<file path="src/rtl/pipe_stall_ctrl_pkg.sv">
// Shared pipeline types and constants for the stall/flush sequencer.
package pipe_stall_ctrl_pkg;

  localparam int unsigned REG_W = 5;
  localparam logic [REG_W-1:0] REG_X0 = 5'd0;

  typedef enum logic [1:0] {
    RUN      = 2'd0,
    DSTALL   = 2'd1,
    IDISCARD = 2'd2
  } stall_state_t;

endpackage

</file>
<file path="src/rtl/pipe_stall_ctrl_hazard_detect.sv">
// Load-use hazard compare: load in EX writes a register read by the instruction in ID.
module pipe_stall_ctrl_hazard_detect
  import pipe_stall_ctrl_pkg::*;
(
  input  logic [REG_W-1:0] ID_rs1,
  input  logic [REG_W-1:0] ID_rs2,
  input  logic [REG_W-1:0] EX_rd,
  input  logic             EX_mem_read,
  output logic             load_use_c
);

  // x0 is never a real producer, so it cannot create a hazard.
  assign load_use_c = EX_mem_read && (EX_rd != REG_X0) &&
                      ((EX_rd == ID_rs1) || (EX_rd == ID_rs2));

endmodule

</file>
<file path="src/rtl/pipe_stall_ctrl.sv">
// Central load/flush/stall sequencer for the 5-stage pipeline, with a stall-cycle counter.
module pipe_stall_ctrl
  import pipe_stall_ctrl_pkg::*;
#(
  parameter int unsigned CNT_W = 32
) (
  input  logic             clk,
  input  logic             reset_n,
  input  logic [REG_W-1:0] ID_rs1,
  input  logic [REG_W-1:0] ID_rs2,
  input  logic [REG_W-1:0] EX_rd,
  input  logic             EX_mem_read,
  input  logic             EX_mispredict,
  input  logic             imem_req,
  input  logic             imem_resp,
  input  logic             dmem_req,
  input  logic             dmem_resp,
  output logic             load_pc,
  output logic             load_IF_ID,
  output logic             load_ID_EX,
  output logic             load_EX_MEM,
  output logic             load_MEM_WB,
  output logic             flush_IF_ID,
  output logic             flush_ID_EX,
  output logic             MEM_EX_rdata_hazard,
  output logic [CNT_W-1:0] stall_cnt
);

  stall_state_t state, state_n;
  logic pend, pend_n;
  logic dstall, istall, lu, mp;
  logic ld_pc, ld_ifid, ld_idex, ld_exmem, ld_memwb, fl_ifid, fl_idex, hz;

  pipe_stall_ctrl_hazard_detect u_hazard_detect (
    .ID_rs1      (ID_rs1),
    .ID_rs2      (ID_rs2),
    .EX_rd       (EX_rd),
    .EX_mem_read (EX_mem_read),
    .load_use_c  (lu)
  );

  assign dstall = dmem_req && !dmem_resp;
  assign istall = imem_req && !imem_resp;
  assign mp     = EX_mispredict || pend;

  // Next state and same-cycle stage enables.
  always_comb begin
    state_n  = state;
    pend_n   = pend;
    ld_pc    = 1'b0;
    ld_ifid  = 1'b0;
    ld_idex  = 1'b0;
    ld_exmem = 1'b0;
    ld_memwb = 1'b0;
    fl_ifid  = 1'b0;
    fl_idex  = 1'b0;
    hz       = 1'b0;
    case (state)
      RUN, DSTALL: begin
        if (dstall) begin
          hz      = 1'b1;
          pend_n  = mp;
          state_n = DSTALL;
        end else if (mp) begin
          {ld_pc, ld_ifid, ld_idex, ld_exmem, ld_memwb} = 5'b11111;
          fl_ifid = 1'b1;
          fl_idex = 1'b1;
          pend_n  = 1'b0;
          state_n = istall ? IDISCARD : RUN;
        end else if (lu || istall) begin
          {ld_idex, ld_exmem, ld_memwb} = 3'b111;
          fl_idex = 1'b1;
          state_n = RUN;
        end else begin
          {ld_pc, ld_ifid, ld_idex, ld_exmem, ld_memwb} = 5'b11111;
          state_n = RUN;
        end
      end
      IDISCARD: begin
        // Wrong-path fetch still in flight: its response must never reach IF/ID.
        pend_n = mp;
        if (dstall) begin
          hz = 1'b1;
        end else begin
          {ld_idex, ld_exmem, ld_memwb} = 3'b111;
          fl_idex = 1'b1;
          if (!istall) state_n = RUN;
        end
      end
      default: begin
        state_n = RUN;
        pend_n  = 1'b0;
      end
    endcase
  end

  assign load_pc             = reset_n && ld_pc;
  assign load_IF_ID          = reset_n && ld_ifid;
  assign load_ID_EX          = reset_n && ld_idex;
  assign load_EX_MEM         = reset_n && ld_exmem;
  assign load_MEM_WB         = reset_n && ld_memwb;
  assign flush_IF_ID         = reset_n && fl_ifid;
  assign flush_ID_EX         = reset_n && fl_idex;
  assign MEM_EX_rdata_hazard = reset_n && hz;

  // State, pending redirect and saturating stall counter.
  always_ff @(posedge clk or negedge reset_n) begin
    if (!reset_n) begin
      state     <= RUN;
      pend      <= 1'b0;
      stall_cnt <= '0;
    end else begin
      state <= state_n;
      pend  <= pend_n;
      if (!ld_pc && (stall_cnt != {CNT_W{1'b1}})) stall_cnt <= stall_cnt + CNT_W'(1);
    end
  end

endmodule

</file>
<file path="config.mk">
export PLATFORM = sky130hd
export DESIGN_NAME = pipe_stall_ctrl
export DESIGN_NICKNAME = d
export VERILOG_FILES = /design/src/rtl/pipe_stall_ctrl_pkg.sv /design/src/rtl/pipe_stall_ctrl_hazard_detect.sv /design/src/rtl/pipe_stall_ctrl.sv
export SDC_FILE = /design/constraint.sdc
export NUM_CORES = 1
export LEC_CHECK = 0
export BUFFER_PORTS_ARGS = -buffer_cell sky130_fd_sc_hd__buf_2
export CORE_ASPECT_RATIO = 0.75
export CORE_UTILIZATION = 33
export CTS_CLUSTER_DIAMETER = 30
export DETAILED_ROUTE_END_ITERATION = 8
export PLACE_DENSITY = 0.67
export RECOVER_POWER = 25
export SYNTH_ARGS = -nofsm -noshare
export SYNTH_HDL_FRONTEND = slang
export SYNTH_SLANG_ARGS = --single-unit
</file>
<file path="constraint.sdc">
create_clock -name clk -period 2.7 [get_ports clk]
set_clock_uncertainty 0.05 [all_clocks]
set_input_delay 0.405 -clock clk [delete_from_list [all_inputs] [get_ports clk]]
set_output_delay 0.405 -clock clk [all_outputs]
set_load 0.02 [all_outputs]
</file>
==> flow_metrics.env <==
export IMPL_status="finished clean"
export IMPL_synth_xor_area_share_pct=17.1
export IMPL_cp_required_ns=2.25
export IMPL_worst_path_most_repeated_cell="buf_2"
export IMPL_vdd_drop_max_uv=252
export IMPL_nFillCells=587
export IMPL_crit_arrival_ns=1.96
export IMPL_place_area_um2=2360
export IMPL_hp_class="in -> reg"
export IMPL_setup_ws_ns=0.285
export IMPL_die_w_um=92.0
export IMPL_crit_type="in -> out"
export IMPL_grt_ovfl_total=0
export IMPL_synth_fa_ha_area_share_pct=0.625
export IMPL_synth_top_family_by_area="simple AND/OR/NAND/NOR gates"
export IMPL_root_buffer="clkbuf_8"
export IMPL_finalSetupViolCount=0
export IMPL_layout_drive_gt1_share_pct=33.3
export IMPL_cts_setup_buffers=0
export IMPL_fp_row_count=24
export IMPL_worst_slew_pin_slew_ns=1.20
export IMPL_synth_edf_count=0
export IMPL_synth_compound_area_share_pct=3.94
export IMPL_powerDensity_nw_per_um2=582
export IMPL_port_buffers=62
export IMPL_path_cells="buf_2 -> or4_1 -> o21a_1 -> a31o_2 -> nor2_1 -> buf_2"
export IMPL_grt_first_pass_wirelength_mm=7.36
export IMPL_p_sw_w=0.000475
export IMPL_syn_nets=217
export IMPL_relSlewSlack_pct=19.9
export IMPL_startpoint="EX_rd[0]"
export IMPL_wl_mm=4.30
export IMPL_diodes=0
export IMPL_antenna_left=0
export IMPL_synth_top_area_share_pct=43.7
export IMPL_min_path_cells=2
export IMPL_synth_area_leader_cell="dfrtp_1"
export IMPL_dr_pass1_iters=4
export IMPL_final_hold_viol_count=0
export IMPL_area_delta_synth_final_pct=23.4
export IMPL_leakagePower_nw=1.14
export IMPL_ios=63
export IMPL_wire_per_inst_um=12.8
export IMPL_seqPwrFrac_pct=45.7
export IMPL_layout_commonest_cell="buf_2"
export IMPL_whs_ns=0.277
export IMPL_synth_cell_types=45
export IMPL_fin_nets=281
export IMPL_yosysSeqAreaShare_pct=43.7
export IMPL_clock_latency_ns=0.28
export IMPL_syn_avg_cell_area_um2=10.4
export IMPL_power_switching_share_pct=33.0
export IMPL_clkTransAtPathRegs_ns=0.07
export IMPL_drcViolationCount=0
export IMPL_ys_seq_elements=35
export IMPL_cts_tree="done"
export IMPL_cpPeakStageDelay_ns=0.52
export IMPL_finalCritPeriodShare_pct=89.5
export IMPL_mostFrequentLayoutCells="buf_2 (61), dfrtp_1 (35), xnor2_1 (30), nand2_1 (19), nand3_1 (14)"
export IMPL_cts_buffers=5
export IMPL_async_flop_share_pct=100
export IMPL_cp_end_kind="primary output"
export IMPL_post_dp_hpwl_mm=3.24
export IMPL_layout_min_cycle_time_ns=2.42
export IMPL_max_freq_mhz=414
export IMPL_grt_use_total_pct=14.3
export IMPL_post_route_util_pct=42.4
export IMPL_stdcell_area_um2=2470
export IMPL_place_gp_congestion=0.752
export IMPL_die_y_um=69.5
export IMPL_clkPwrFrac_pct=29.4
export IMPL_netlist_area_um2=2000
export IMPL_reg2reg_from="stall_cnt[24]"
export IMPL_cts_sinks=35
export IMPL_worstPathMaxFanout=22
export IMPL_start_util_pct=34.4
export IMPL_synthFlopType="dfrtp_1"
export IMPL_drtIter0Drc=63
export IMPL_cpMaxStageDelayCell="or4_1"
export IMPL_clockBufferDepth=2
export IMPL_coreArea_um2=5830
export IMPL_rsz0062_at_grt="false"
export IMPL_ys_warnings_count=0
export IMPL_synthCells=193
export IMPL_min_delay_start="imem_resp"
export IMPL_internal_power_w=0.000965
export IMPL_fin_setup_tns_ns=0
export IMPL_r2r_worst_path_cells=6
export IMPL_combPwrFrac_pct=25.0
export IMPL_synthMuxAreaShare_pct=1.69
export IMPL_grt_pass1_vias=1543
export IMPL_start_kind="input pin"
export IMPL_dieArea_um2=6390
export IMPL_dp_slack_ns=0.268
export IMPL_drv_slew=0
export IMPL_grt_start_max_net_pins=24
export IMPL_via_per_inst=4.74
export IMPL_synth_area_leaders="dfrtp_1 (44%), xnor2_1 (13%), xor2_1 (3.9%)"
export IMPL_num_vias=1593
export IMPL_antenna_found_initial=0
export IMPL_cts_htree_levels=2
export IMPL_maxCapViolCount=0
export IMPL_synth_simple_area_share_pct=29.5
-- logic make-up after synthesis --
kind of cell             Yosys count
buffers and inverters             10
multiplexers                       3
AND/OR/NAND/NOR                   95
flip-flops                        35
XOR/XNOR                          39
adder cells (fa/ha/maj)            1
AO/OA/AOI/OAI                     10
-- cell usage after synthesis, drive strengths merged, types with 2 or more instances --
master,n
and3,8
nand2,19
and4,4
xnor2,30
or3,2
mux2,3
nor3b,5
nand4,12
buf,6
inv,2
xor2,9
nor4b,4
nand2b,2
nand3,17
clkbuf,2
nor3,2
nor2,13
dfrtp,35
nand3b,2
nor2b,2
-- registers in the layout, indices dropped and copies added, names as in the netlist --
signal / count
stall_cnt: 32
state: 2
pend: 1
-- final timing paths --
kind                            endpoint  slack, ns
setup / recovery                 load_pc       0.28
hold / removal                  state[1]       0.28
setup reg to reg            stall_cnt[1]       0.45
hold reg to reg            stall_cnt[31]       0.44
max in group asynchronous  stall_cnt[19]       0.69
min in group asynchronous  stall_cnt[13]       0.49
-- area by class of cell --
type / instances / area (um^2) / area share (%)
Inverter: 2 / 7.51 / 0.304
Clock inverter: 1 / 7.51 / 0.304
Timing Repair Buffer: 65 / 330 / 13.4
Clock buffer: 7 / 96.3 / 3.90
Sequential cell: 35 / 876 / 35.4
Tap cell: 78 / 97.6 / 3.95
Multi-Input combinational cell: 148 / 1060 / 42.8
-- metrics by stage --
stage,total power [W],instances
finish,0.00144,336
global route,0.00153,336
CTS,0.00146,336
detailed placement,0.00103,327
global placement,0.00103,327
floorplan,0.000904,193
-- power by group through the flow --
stage	clock network (W)	registers (W)	logic (W)
2_1_floorplan	0	0.000731	0.000174
3_3_place_gp	0	0.000668	0.000362
3_5_place_dp	0	0.000668	0.000367
4_1_cts	0.000431	0.000659	0.000369
5_1_grt	0.000457	0.000670	0.000400
6_report	0.000422	0.000657	0.000359
-- critical path, delay by kind of cell --
family | cells | cell delay [ns]
AOI/OAI and AO/OA | 2 | 0.57
buffers and inverters | 2 | 0.30
and+or+nand+nor | 2 | 0.68
-- layer usage --
| layer | part of all wire (%) | up-vias | track usage (%) |
|---|---|---|---|
| li1 | - | 809 | - |
| met3 | 5.1 | 5 | 3.62 |
| met4 | 0.63 | 0 | 3.99 |
| met5 | 0 | - | 0 |
| met1 | 51 | 739 | 20.4 |
| met2 | 43 | 40 | 21.6 |
-- what timing repair did --
item	CTS	global route
gates resized for setup	0	0
hold buffers	1	0
hold endpoints to repair	12	0
endpoints found under the setup margin	0	0
Power figures use the tool's default switching activity.
